`config.mk`:
```
export PLATFORM = sky130hd
export DESIGN_NAME = pc_unit
export DESIGN_NICKNAME = d
export VERILOG_FILES = /design/src/rtl/pc_pkg.sv /design/src/rtl/ras_stack.sv /design/src/rtl/pc_unit.sv
export SDC_FILE = /design/constraint.sdc
export NUM_CORES = 1
export LEC_CHECK = 0
export ABC_AREA = 0
export BUFFER_PORTS_ARGS = -buffer_cell sky130_fd_sc_hd__buf_2
export CAP_MARGIN = 20
export CORE_UTILIZATION = 43
export CTS_CLUSTER_SIZE = 14
export DETAILED_ROUTE_END_ITERATION = 6
export PLACE_DENSITY = 0.78
export SLEW_MARGIN = 20
export SYNTH_ARGS = -nofsm -noshare
export SYNTH_HDL_FRONTEND = slang
export SYNTH_HIERARCHICAL = 1
export SYNTH_SLANG_ARGS = --single-unit
```
`constraint.sdc`:
```
create_clock -name clk -period 1.92 [get_ports clk]
set_clock_uncertainty 0.05 [all_clocks]
set_input_delay 0.384 -clock clk [delete_from_list [all_inputs] [get_ports clk]]
set_output_delay 0.384 -clock clk [all_outputs]
set_load 0.1 [all_outputs]
```
`src/rtl/pc_pkg.sv`:
```
// Shared defaults and next-PC source encoding for the fetch-stage program counter.
package pc_pkg;

   localparam int unsigned PC_WIDTH     = 32;
   localparam int unsigned PC_STEP      = 4;
   localparam int unsigned PC_RESET_VEC = 0;
   localparam int unsigned PC_TRAP_VEC  = 'h10;
   localparam int unsigned PC_RAS_DEPTH = 4;

   // Next-PC select, highest priority first; exported for debug visibility.
   typedef enum logic [2:0] {
      SRC_RESET,
      SRC_TRAP,
      SRC_REDIR,
      SRC_MISAL,
      SRC_RET,
      SRC_HOLD,
      SRC_SEQ
   } pc_src_e;

endpackage

```
`src/rtl/ras_stack.sv`:
```
// Circular return-address stack: a push when full overwrites the oldest entry.
module ras_stack
   import pc_pkg::*;
#(
   parameter int unsigned WIDTH     = PC_WIDTH,
   parameter int unsigned RAS_DEPTH = PC_RAS_DEPTH
) (
   input  logic             clk,
   input  logic             reset,
   input  logic             push_i,
   input  logic             pop_i,
   input  logic [WIDTH-1:0] data_i,
   output logic [WIDTH-1:0] top_o,
   output logic             empty_o,
   output logic             full_o
);

   localparam int unsigned PTR_W = $clog2(RAS_DEPTH);
   localparam int unsigned CNT_W = $clog2(RAS_DEPTH + 1);

   logic [WIDTH-1:0] mem_q [RAS_DEPTH];
   logic [PTR_W-1:0] ptr_q, ptr_d;
   logic [CNT_W-1:0] cnt_q, cnt_d;

   assign empty_o = (cnt_q == '0);
   assign full_o  = (cnt_q == CNT_W'(RAS_DEPTH));
   // ptr_q names the next free slot; depth is a power of two so the index wraps naturally.
   assign top_o   = mem_q[ptr_q - PTR_W'(1)];

   always_comb begin
      ptr_d = ptr_q;
      cnt_d = cnt_q;
      if (push_i) begin
         ptr_d = ptr_q + PTR_W'(1);
         if (!full_o) cnt_d = cnt_q + CNT_W'(1);
      end else if (pop_i && !empty_o) begin
         ptr_d = ptr_q - PTR_W'(1);
         cnt_d = cnt_q - CNT_W'(1);
      end
   end

   always_ff @(posedge clk) begin
      if (reset) begin
         ptr_q <= '0;
         cnt_q <= '0;
      end else begin
         ptr_q <= ptr_d;
         cnt_q <= cnt_d;
      end
   end

   always_ff @(posedge clk) begin
      if (push_i) mem_q[ptr_q] <= data_i;
   end

endmodule

```
`src/rtl/pc_unit.sv`:
```
// Fetch-stage program counter with fixed-priority redirect/trap/return handling.
// Optional return-address stack enabled by defining PC_RAS_EN.
module pc_unit
   import pc_pkg::*;
#(
   parameter int unsigned      WIDTH     = PC_WIDTH,
   parameter int unsigned      STEP      = PC_STEP,
   parameter logic [WIDTH-1:0] RESET_VEC = WIDTH'(PC_RESET_VEC),
   parameter logic [WIDTH-1:0] TRAP_VEC  = WIDTH'(PC_TRAP_VEC),
   parameter int unsigned      RAS_DEPTH = PC_RAS_DEPTH
) (
   input  logic             clk,
   input  logic             reset,
   input  logic             stall_i,
   input  logic             redirect_i,
   input  logic [WIDTH-1:0] target_i,
   input  logic             trap_i,
   input  logic             call_i,
   input  logic             ret_i,
   output logic [WIDTH-1:0] pc_o,
   output logic [WIDTH-1:0] pc_plus_o,
   output logic             misalign_o,
   output logic             ras_empty_o,
   output logic             ras_full_o
);

   localparam logic [WIDTH-1:0] ALIGN_MASK = WIDTH'(STEP - 1);

   logic [WIDTH-1:0] pc_q, pc_d;
   logic             misalign_q, misalign_d;
   logic [WIDTH-1:0] ras_top;
   logic             ras_empty, ras_full;
   pc_src_e          src;

   assign pc_o        = pc_q;
   assign pc_plus_o   = pc_q + WIDTH'(STEP);
   assign misalign_o  = misalign_q;
   assign ras_empty_o = ras_empty;
   assign ras_full_o  = ras_full;

   always_comb begin
      if (reset)                              src = SRC_RESET;
      else if (trap_i)                        src = SRC_TRAP;
      else if (redirect_i)                    src = |(target_i & ALIGN_MASK) ? SRC_MISAL : SRC_REDIR;
      else if (ret_i && !stall_i && !ras_empty) src = SRC_RET;
      else if (stall_i)                       src = SRC_HOLD;
      else                                    src = SRC_SEQ;
   end

   always_comb begin
      pc_d       = pc_plus_o;
      misalign_d = 1'b0;
      unique case (src)
         SRC_RESET: pc_d = RESET_VEC;
         SRC_TRAP:  pc_d = TRAP_VEC;
         SRC_REDIR: pc_d = target_i;
         SRC_MISAL: begin
            pc_d       = TRAP_VEC;
            misalign_d = 1'b1;
         end
         SRC_RET:   pc_d = ras_top;
         SRC_HOLD:  pc_d = pc_q;
         default:   pc_d = pc_plus_o;
      endcase
   end

   always_ff @(posedge clk) begin
      if (reset) begin
         pc_q       <= RESET_VEC;
         misalign_q <= 1'b0;
      end else begin
         pc_q       <= pc_d;
         misalign_q <= misalign_d;
      end
   end

`ifdef PC_RAS_EN
   logic ras_push, ras_pop;

   // Only an aligned, untrapped call pushes; a simultaneous return loses to it via src.
   assign ras_push = call_i && (src == SRC_REDIR);
   assign ras_pop  = (src == SRC_RET);

   ras_stack #(
      .WIDTH     (WIDTH),
      .RAS_DEPTH (RAS_DEPTH)
   ) u_ras_stack (
      .clk     (clk),
      .reset   (reset),
      .push_i  (ras_push),
      .pop_i   (ras_pop),
      .data_i  (pc_plus_o),
      .top_o   (ras_top),
      .empty_o (ras_empty),
      .full_o  (ras_full)
   );
`else
   logic unused_call;

   assign unused_call = call_i;
   assign ras_top     = '0;
   assign ras_empty   = 1'b1;
   assign ras_full    = 1'b0;
`endif

endmodule

```
==> results of run 1 <==
## cell families after synthesis
group	synth area share
other cells	0.003262
compound gates	0.1913
simple gates	0.3288
fa+ha+maj	0.005434
buf+inv	0.05109
flops	0.2870
xor+xnor	0.1332
## through the flow
| step | cells | util | instance area, um^2 | hold WS [ns] | setup slack, ns |
|---|---|---|---|---|---|
| after global placement | 534 | 0.8973 | 4612 | 0.4114 | -0.2190 |
| after detailed placement | 534 | 0.8973 | 4612 | 0.4179 | -0.2601 |
| after floorplan | 303 | - | 3142 | 0.3970 | -0.7855 |
==> impl_metrics.ini, run 1 <==
[run_status]
stop_stage = 4_1_cts
toolErrorMsg = [ERROR DPL-0033] detailed placement checks failed during check placement.
run_status = aborted with a tool error

[place]
hpwlAfterDp_um = 8044
place.port_buffers = 101
globalplace.congestion = 0.9292

[yosys]
synth_ff_type = sky130_fd_sc_hd__dfxtp_1
yosysMostFrequentCell = sky130_fd_sc_hd__nand2_1
synth.area.top_cells = sky130_fd_sc_hd__dfxtp_1, sky130_fd_sc_hd__xnor2_1, sky130_fd_sc_hd__nand2_1
synth.ff_latch_count = 33
syn-mean-instance-area_um2 = 7.598
synth_nets = 343
postSynth.asyncResetShare = 0
synth_seq_area_share = 0.2870
yosys_warnings = 6
synth_top_area_cell = sky130_fd_sc_hd__dfxtp_1
synth_cell_type_count = 49
post_synth_most_frequent_cells = sky130_fd_sc_hd__nand2_1, sky130_fd_sc_hd__dfxtp_1, sky130_fd_sc_hd__a21oi_1, sky130_fd_sc_hd__xnor2_1, sky130_fd_sc_hd__nand3_1
netlist_instances = 303
synthesis.area_um2 = 2302
synth_top_area_frac = 0.2870
number_of_synthesized_flops_with_an_enable_pin = 0

[clock_tree]
cts_sinks = 33
post-cts-setup-buffer-count = 19
ctsHoldBuffers = 0
numCtsBuffers = 5
cts.path.max_buffers = 2
clk_root_buffer_cell = sky130_fd_sc_hd__clkbuf_8
clock_tree.htree_level_count = 2
cts_repair_resize_count = 37

[floorplan]
floorplan.io_pins = 106
placementRows = 26
die_width_um = 75.17
chipHeight_um = 75.17
floorplan.initialDensity = 0.4479
==> run 2, diff against run 1 <==
- CORE_UTILIZATION: 43 -> 40
- CTS_CLUSTER_SIZE: 14 -> unset
- PLACE_DENSITY: 0.78 -> unset
- PLACE_DENSITY_LB_ADDON: unset -> 0.15
- clock period: 1.92 -> 2.5 ns (I/O delays scaled with it)
==> impl_metrics.ini, run 2 <==
[worst_setup_path]
crit_path_top_delay_cell = sky130_fd_sc_hd__or3_4
critical_path.top_delay_family = simple AND/OR/NAND/NOR gates
timing.critical_path.from_type = register
worstSetupPathType = reg2out
rr_endpoint = pc_o[28]
critical_path.startpoint = pc_o[21]
path_max_fanout = 5
cp_data_required_time_ns = 1.95
worstSetupEndpoint = pc_plus_o[28]
ff2ff_setup_slack_ns = 0.55
total_buffers_and_inverters_traversed_by_the_critical_path = 2
end_kind = output pin
critPathMaxStageDelay_ns = 0.46
worst_r2r_path_depth = 7
worstSetupPathDepth = 6
worst_ep_arrival_time_ns = 2.12
cp_cell_sequence = nand4_1 -> or3_4 -> nor4_4 -> buf_4 -> xor2_4 -> buf_12
crit-reg2reg-launch = pc_o[21]

[pwr]
power.net_switching_mw = 0.4178
cell_internal_pwr_mw = 0.8180
power_frac_clock = 0.353
pwr-share-comb = 0.220
power.density_cell_area_nw_per_um2 = 272.5
netSwitchingFraction = 0.3381
leakage_nw = 2.105
share_seq_of_total_power = 0.426
irDropWorstVdd_mv = 0.2624

[run_status]
run_status = finished, violations left
failing_checks = negative setup slack

[global_route]
grt_pass1_wl_um = 13120
first_global_vias = 2585
maximum_number_of_pins_on_one_net_before_global_route_repair = 28
grt_usage = 0.2785
grt-ovfl-total = 0
grt_antenna_before_repair = 0

[clock_tree]
cts_sinks = 33
cts.path.max_buffers = 2
clk_root_buffer_cell = sky130_fd_sc_hd__clkbuf_8
numCtsBuffers = 5
insertion_delay_ns = 0.30
clk_pin_slew_ns = 0.08
tritoncts_clock_tree = built
clock_tree.htree_level_count = 2

[cells_and_area]
n_fill_cell = 329
finish.instance_area_um2 = 4536
largest_register_ff_count = 32
final_nets = 488
num_antenna_cells = 0
layout_commonest_cell = sky130_fd_sc_hd__buf_2
stdcell_count = 521
drive_above_1_share = 0.5746
seq_area_um2 = 750.7
area_delta_synth_final_pct = 97.01
most-common-layout-cells = sky130_fd_sc_hd__buf_2, sky130_fd_sc_hd__buf_4, sky130_fd_sc_hd__nand2_1
utilization = 0.8187
area_taken_by_multi_input_logic_gates_um2 = 2242

[yosys]
number_of_synthesized_flops_with_an_enable_pin = 0
synthesis.area_um2 = 2302
synth.area.top_cells = sky130_fd_sc_hd__dfxtp_1, sky130_fd_sc_hd__xnor2_1, sky130_fd_sc_hd__nand2_1
synth_top_area_cell = sky130_fd_sc_hd__dfxtp_1
yosysMostFrequentCell = sky130_fd_sc_hd__nand2_1
synth_cell_type_count = 49
synth_nets = 343
post_synth_most_frequent_cells = sky130_fd_sc_hd__nand2_1, sky130_fd_sc_hd__dfxtp_1, sky130_fd_sc_hd__a21oi_1, sky130_fd_sc_hd__xnor2_1, sky130_fd_sc_hd__nand3_1
postSynth.asyncResetShare = 0
synth.ff_latch_count = 33
synth_top_area_frac = 0.2870
yosys_warnings = 6
syn-mean-instance-area_um2 = 7.598
synth_seq_area_share = 0.2870
netlist_instances = 303
synth_ff_type = sky130_fd_sc_hd__dfxtp_1

[route]
route.final.wire_length_um = 8598
dr.pass1.iters = 5
remaining_antenna_violation_count = 0
wl_per_cell_um = 16.50
route.vias.total = 2929
drc = 0
drt_iter0_markers = 220
routed_via_density = 5.622

[place]
globalplace.congestion = 0.8290
dpl_worst_slack_ns = 0.08421
hpwlAfterDp_um = 5683
place.port_buffers = 101
post_dp_cell_area_um2 = 3966
dp_cells = 476

[floorplan]
chipHeight_um = 77.87
fp.coreArea_um2 = 5540
floorplan.initialDensity = 0.4155
floorplan.io_pins = 106
die_width_um = 77.87
design.die.area_um2 = 6063
placementRows = 27

[flow_run]
max_cap_violations = 0

[timing]
grt_setup_unrepaired = yes
worst_slack_ns = -0.1663
max_freq_mhz = 375.1
post-route-min-period_ns = 2.666
setup_viol = 12
worst-slew-pin-transition_ns = 0.6471
timing_hold_violations_final = 0
period_share = 1.067
timing.slew.headroom = 0.5652
fin_hold_ws_ns = 0.3565
slew_viol_final = 0

[hold_path]
hold_path.class = in2reg
run 2: cell counts after synthesis:
Identical to the previous run, type by type.
run 2: cells by family (layout without fill, tap and decap cells):
family | Yosys count | in the layout | synth area share
flops | 33 | 33 | 0.2870
compound gates | 69 | 69 | 0.1913
simple gates | 139 | 139 | 0.3288
other cells | 2 | 2 | 0.003262
xor+xnor | 35 | 35 | 0.1332
fa+ha+maj | 1 | 1 | 0.005434
buf+inv | 24 | 170 | 0.05109
run 2: layout make-up:
cell class | instances | share of cell area
multi-input combinational | 246 | 0.4943
timing repair buffer | 158 | 0.2971
sequential | 33 | 0.1655
clock buffer | 8 | 0.01986
tap | 72 | 0.01986
inverter | 4 | 0.003310
run 2: per-layer routing:
layer / GRT usage / wire length (um) / vias up
met5: 0 / 0 / -
met1: 0.3448 / 3412 / 1383
met3: 0.05412 / 605 / 18
met4: 0.1019 / 177 / 0
li1: - / - / 1377
met2: 0.4770 / 4403 / 151
run 2: metrics by stage:
| stage | setup TNS [ns] | power [mW] |
|---|---|---|
| after floorplan | -3.675 | 0.7188 |
| after global placement | 0 | 0.7906 |
| after detailed placement | 0 | 0.7924 |
| after CTS | -0.7375 | 1.220 |
| after global routing | -1.795 | 1.281 |
| final | -0.6267 | 1.236 |
run 2: timing repair:
| action | in CTS | in global routing |
|---|---|---|
| gates resized for setup | 19 | 23 |
| setup endpoints to repair | 16 | 20 |
| pin swaps | 12 | 18 |
| buffers inserted | 19 | 19 |
| hold buffers | 0 | 0 |
run 2: power groups by stage:
stage / logic, mW / registers (mW) / clock network, mW
after floorplan: 0.123 / 0.596 / 0
after global placement: 0.248 / 0.542 / 0
after detailed placement: 0.250 / 0.543 / 0
after CTS: 0.257 / 0.529 / 0.434
after global routing: 0.284 / 0.528 / 0.469
final: 0.272 / 0.527 / 0.437
run 2: worst min-delay path, cell delays in order:
cell and delay (ns):
sky130_fd_sc_hd__buf_2 0.07, sky130_fd_sc_hd__nand2_1 0.04, sky130_fd_sc_hd__o21ai_1 0.06
run 2: worst min-delay path by stage:
stage                     cells after the start         start       end
after global placement                        1       pc_o[0]   pc_o[0]
after floorplan                               1         reset   pc_o[3]
final                                         3  target_i[24]  pc_o[24]
after CTS                                     3  target_i[24]  pc_o[24]
after global routing                          3  target_i[26]  pc_o[26]
after detailed placement                      1       pc_o[0]   pc_o[0]
No activity file was read; power rests on OpenSTA's default activity.
==> run 3, diff against run 2 <==
- SETUP_SLACK_MARGIN: unset -> 0.5
- SYNTH_HIERARCHICAL: 1 -> unset
==> impl_metrics.ini, run 3 <==
[pwr]
power_mw = 1.291
power.density_cell_area_nw_per_um2 = 260.0
irDropWorstVdd_mv = 0.4458
leakage_nw = 2.316

[route]
wl_per_cell_um = 22.77
drt_iter0_markers = 423
remaining_antenna_violation_count = 0
route.vias.total = 3464
route.final.wire_length_um = 12500
drc = 0
dr.pass1.iters = 5
routed_via_density = 6.310

[floorplan]
design.die.area_um2 = 6063
die_width_um = 77.87
floorplan.io_pins = 106
placementRows = 27
fp.coreArea_um2 = 5540
chipHeight_um = 77.87
floorplan.initialDensity = 0.4155

[clock_tree]
ctsHoldBuffers = 0
cts.path.max_buffers = 2
clk_root_buffer_cell = sky130_fd_sc_hd__clkbuf_8
cts_sinks = 33
clk_pin_slew_ns = 0.07
numCtsBuffers = 5
clock_tree.htree_level_count = 2
tritoncts_clock_tree = built
insertion_delay_ns = 0.31

[worst_setup_path]
worst_ep_arrival_time_ns = 2.10
worstSetupPathType = reg2out
path_max_fanout = 6
timing.critical_path.from_type = register
end_kind = output pin
cp_data_required_time_ns = 1.95

[yosys]
postSynth.asyncResetShare = 0
netlist_instances = 303
synthesis.area_um2 = 2302
synth_seq_area_share = 0.2870
synth_nets = 343
post_synth_most_frequent_cells = sky130_fd_sc_hd__nand2_1, sky130_fd_sc_hd__dfxtp_1, sky130_fd_sc_hd__a21oi_1, sky130_fd_sc_hd__xnor2_1, sky130_fd_sc_hd__nand3_1
synth_ff_type = sky130_fd_sc_hd__dfxtp_1
yosys_warnings = 0
syn-mean-instance-area_um2 = 7.598
synth_cell_type_count = 49
synth.ff_latch_count = 33
synth_top_area_frac = 0.2870
yosysMostFrequentCell = sky130_fd_sc_hd__nand2_1
synth.area.top_cells = sky130_fd_sc_hd__dfxtp_1, sky130_fd_sc_hd__xnor2_1, sky130_fd_sc_hd__nand2_1
synth_top_area_cell = sky130_fd_sc_hd__dfxtp_1
number_of_synthesized_flops_with_an_enable_pin = 0

[hold_path]
hold_path.class = in2reg

[cells_and_area]
drive_above_1_share = 0.6226
area_delta_synth_final_pct = 115.8
num_antenna_cells = 0
most-common-layout-cells = sky130_fd_sc_hd__buf_2, sky130_fd_sc_hd__buf_4, sky130_fd_sc_hd__nand2_1
layout_commonest_cell = sky130_fd_sc_hd__buf_2
final_nets = 516
largest_register_ff_count = 32

[timing]
worst_slack_ns = -0.1505
post-route-min-period_ns = 2.651
period_share = 1.060
timing_hold_violations_final = 0
timing.slew.headroom = 0.5435
grt_setup_unrepaired = yes
slew_viol_final = 0
max_freq_mhz = 377.3
worst-slew-pin-transition_ns = 0.6795
setup_viol = 17
fin_hold_ws_ns = 0.3468

[flow_run]
max_cap_violations = 0

[run_status]
failing_checks = negative setup slack
run_status = finished, violations left

[place]
globalplace.congestion = 0.8318
place.port_buffers = 101
hpwlAfterDp_um = 6090

[global_route]
grt_pass1_wl_um = 15550
grt-ovfl-total = 0
grt_usage = 0.3333
first_global_vias = 3063
maximum_number_of_pins_on_one_net_before_global_route_repair = 21
grt_antenna_before_repair = 0
-- run 3: metal layers --
metal | up-vias | global-route usage | part of all wire
li1 | 1424 | - | -
met1 | 1623 | 0.3827 | 0.35
met2 | 321 | 0.5699 | 0.49
met3 | 96 | 0.06588 | 0.093
met4 | 0 | 0.2000 | 0.069
met5 | - | 0 | 0
-- run 3: worst paths after layout --
check,from,end,slack (ns),depth (start not counted)
setup / recovery,pc_o[11],pc_plus_o[29],-0.15,7
hold / removal,target_i[30],pc_o[30],0.35,3
setup reg to reg,pc_o[6],pc_o[18],0.47,9
hold reg to reg,pc_o[1],pc_o[1],0.43,1
-- run 3: power by group --
group / leakage [nW] / switching [mW] / total [mW] / internal (mW)
Combinational: 1.98 / 0.220 / 0.321 / 0.101
Clock: 0.0455 / 0.219 / 0.444 / 0.225
Sequential: 0.288 / 0.0127 / 0.527 / 0.514
-- run 3: timing repair --
action	4_1_cts	5_1_grt
pin swaps	19	24
gates resized for setup	59	23
endpoints found under the setup margin	28	31
buffers inserted	36	27
-- run 3: final cells by class --
cell class | count | area (um^2)
Clock buffer | 8 | 90.09
Timing Repair Buffer | 186 | 1648
Sequential cell | 33 | 752.0
Tap cell | 72 | 90.09
Fill cell | 228 | 573.1
Multi-Input combinational cell | 246 | 2372
Inverter | 4 | 15.01
-- run 3: critical path, cell delays in order, from the launching register on --
cell and delay (ns):
sky130_fd_sc_hd__dfxtp_4 0.38, sky130_fd_sc_hd__nand4_4 0.15, sky130_fd_sc_hd__buf_6 0.16, sky130_fd_sc_hd__buf_6 0.11
sky130_fd_sc_hd__nor4_4 0.31, sky130_fd_sc_hd__and3_4 0.30, sky130_fd_sc_hd__xor2_4 0.19, sky130_fd_sc_hd__buf_12 0.19
-- run 3: cell families after synthesis --
kind of cell | share of synthesized area
and+or+nand+nor | 0.3288
AOI/OAI and AO/OA | 0.1913
xor gates and xnor gates | 0.1332
DFF | 0.2870
buffers and inverters | 0.05109
other | 0.003262
adders and majority gates | 0.005434
-- run 3: per-stage QoR --
stage	area [um^2]	setup slack (ns)	cells	setup TNS, ns	util
2_1_floorplan	3053	-0.3454	303	-3.877	-
3_3_place_gp	4036	0.1409	478	0	0.7285
3_5_place_dp	4036	0.1225	478	0	0.7285
4_1_cts	4664	-0.1152	522	-0.6611	0.8419
5_1_grt	4967	-0.2557	549	-2.447	0.8966
6_report	4967	-0.1505	549	-1.216	0.8966
==> run 4, diff against run 3 <==
- CORE_ASPECT_RATIO: unset -> 0.75
- CTS_CLUSTER_SIZE: unset -> 10
- PLACE_DENSITY_LB_ADDON: 0.15 -> 0.1
==> impl_metrics.ini, run 4 (same netlist as run 3, synthesis figures left out) <==
[run_status]
run_status = finished, violations left
failing_checks = design-rule violations, negative setup slack

[worst_setup_path]
end_kind = output pin
worst_ep_arrival_time_ns = 2.29
worstSetupPathType = reg2out
critPathMaxStageDelay_ns = 0.44
critical_path.top_delay_family = simple AND/OR/NAND/NOR gates
total_buffers_and_inverters_traversed_by_the_critical_path = 1
worst_r2r_path_depth = 8
cp_cell_sequence = and3_1 -> nand2_1 -> nor2_2 -> and3_4 -> xor2_4 -> buf_12
ff2ff_setup_slack_ns = 0.19
cp_data_required_time_ns = 1.95
timing.critical_path.from_type = register
rr_endpoint = pc_o[13]
path_max_fanout = 8
crit-reg2reg-launch = pc_o[4]
critical_path.startpoint = pc_o[23]
crit_path_top_delay_cell = sky130_fd_sc_hd__dfxtp_2

[timing]
setup_viol = 19
grt_setup_unrepaired = yes
timing_hold_violations_final = 0
timing.slew.headroom = 0.3616
post-route-min-period_ns = 2.838
period_share = 1.135
worst-slew-pin-transition_ns = 0.9503
slew_viol_final = 0
max_freq_mhz = 352.4
worst_slack_ns = -0.3375

[route]
routed_via_density = 7.004
wl_per_cell_um = 30.05
remaining_antenna_violation_count = 0
drt_iter0_markers = 1052
drc = 27
route.final.wire_length_um = 16920
dr.pass1.iters = 7
route.vias.total = 3943

[clock_tree]
insertion_delay_ns = 0.30
clock_tree.htree_level_count = 2
clk_root_buffer_cell = sky130_fd_sc_hd__clkbuf_8
clk_pin_slew_ns = 0.08
cts_sinks = 33
cts.path.max_buffers = 2
ctsHoldBuffers = 0
tritoncts_clock_tree = built
numCtsBuffers = 5

[floorplan]
die_width_um = 89.60
placementRows = 23
design.die.area_um2 = 6066
floorplan.initialDensity = 0.4233
floorplan.io_pins = 106
fp.coreArea_um2 = 5439
chipHeight_um = 67.70

[cells_and_area]
area_delta_synth_final_pct = 122.1
n_fill_cell = 141
largest_register_ff_count = 32
num_antenna_cells = 0
most-common-layout-cells = sky130_fd_sc_hd__buf_2, sky130_fd_sc_hd__buf_4, sky130_fd_sc_hd__nand2_1
final_nets = 527
drive_above_1_share = 0.6373
finish.instance_area_um2 = 5114
layout_commonest_cell = sky130_fd_sc_hd__buf_2

[global_route]
grt_pass1_wl_um = 18020
grt_antenna_before_repair = 0
maximum_number_of_pins_on_one_net_before_global_route_repair = 21
first_global_vias = 3317
grt-ovfl-total = 0
grt_usage = 0.4075

[hold_path]
hold_path.class = in2reg
whs_path_depth = 3
min_to = pc_o[26]
min-delay-start = target_i[26]

[place]
post_dp_cell_area_um2 = 4018
place.port_buffers = 101
hpwlAfterDp_um = 6122
globalplace.congestion = 0.8383

[pwr]
irDropWorstVdd_mv = 0.2781
leakage_nw = 2.398
power_mw = 1.301
power.density_cell_area_nw_per_um2 = 254.4

[flow_run]
max_cap_violations = 0
==> run 4: changes by cell type in the layout (fill, tap and decap cells not counted), sizes merged <==
cell / before / now
buf: 186 / 196
clkbuf: 8 / 7
clkinv: 1 / 3
==> run 4: worst max path at each step <==
| stage | endpoint | cells after the start |
|---|---|---|
| after global routing | pc_plus_o[16] | 8 |
| final | pc_plus_o[29] | 6 |
| after global placement | pc_plus_o[27] | 6 |
| after floorplan | pc_plus_o[21] | 6 |
| after CTS | pc_plus_o[28] | 6 |
| after detailed placement | pc_plus_o[27] | 6 |
==> run 4: layout make-up <==
cell class,instances,area (um^2),area share
Timing Repair Buffer,197,1778,0.3477
Multi-Input combinational cell,246,2392,0.4678
Clock inverter,2,10.01,0.001957
Inverter,4,15.01,0.002936
Clock buffer,6,72.57,0.01419
Sequential cell,33,752.0,0.1471
Tap cell,75,93.84,0.01835
==> run 4: worst reg2reg max path, cell delays in order, from the launching register on <==
cell                      delay [ns]
sky130_fd_sc_hd__dfxtp_4        0.39
sky130_fd_sc_hd__and3_4         0.21
sky130_fd_sc_hd__buf_6          0.13
sky130_fd_sc_hd__buf_6          0.11
sky130_fd_sc_hd__nand2_4        0.06
sky130_fd_sc_hd__buf_6          0.14
sky130_fd_sc_hd__buf_4          0.14
sky130_fd_sc_hd__o21ai_0        0.73
sky130_fd_sc_hd__a21oi_1        0.19
==> run 4: per-stage QoR <==
stage	setup TNS (ns)	hold slack (ns)	instances	setup WS, ns	util
after floorplan	-3.877	0.5130	303	-0.3454	-
after global placement	0	0.4056	478	0.09688	0.7387
after detailed placement	0	0.4246	478	0.06983	0.7387
after CTS	-0.3312	0.3653	533	-0.08304	0.8682
after global routing	-4.840	0.3821	563	-0.4031	0.9402
final	-3.746	0.3747	563	-0.3375	0.9402
==> run 4: repair_timing <==
action / in CTS / in global routing
gates resized for setup: 61 / 36
pin swaps: 29 / 33
hold endpoints to repair: 0 / 0
buffers inserted: 47 / 30
endpoints found under the setup margin: 30 / 30
==> run 4: power breakdown <==
group	internal (mW)	total, mW	switching (mW)
combinational	0.105	0.344	0.239
clock	0.194	0.428	0.234
sequential	0.514	0.529	0.0154
total	0.812	1.30	0.489
==> run 4: layer usage <==
layer	vias up	wire length, um	GRT usage
met2	508	6947	0.6638
met4	4	1877	0.2361
met5	-	69	0
li1	1455	-	-
met3	222	2702	0.1186
met1	1754	5322	0.4805
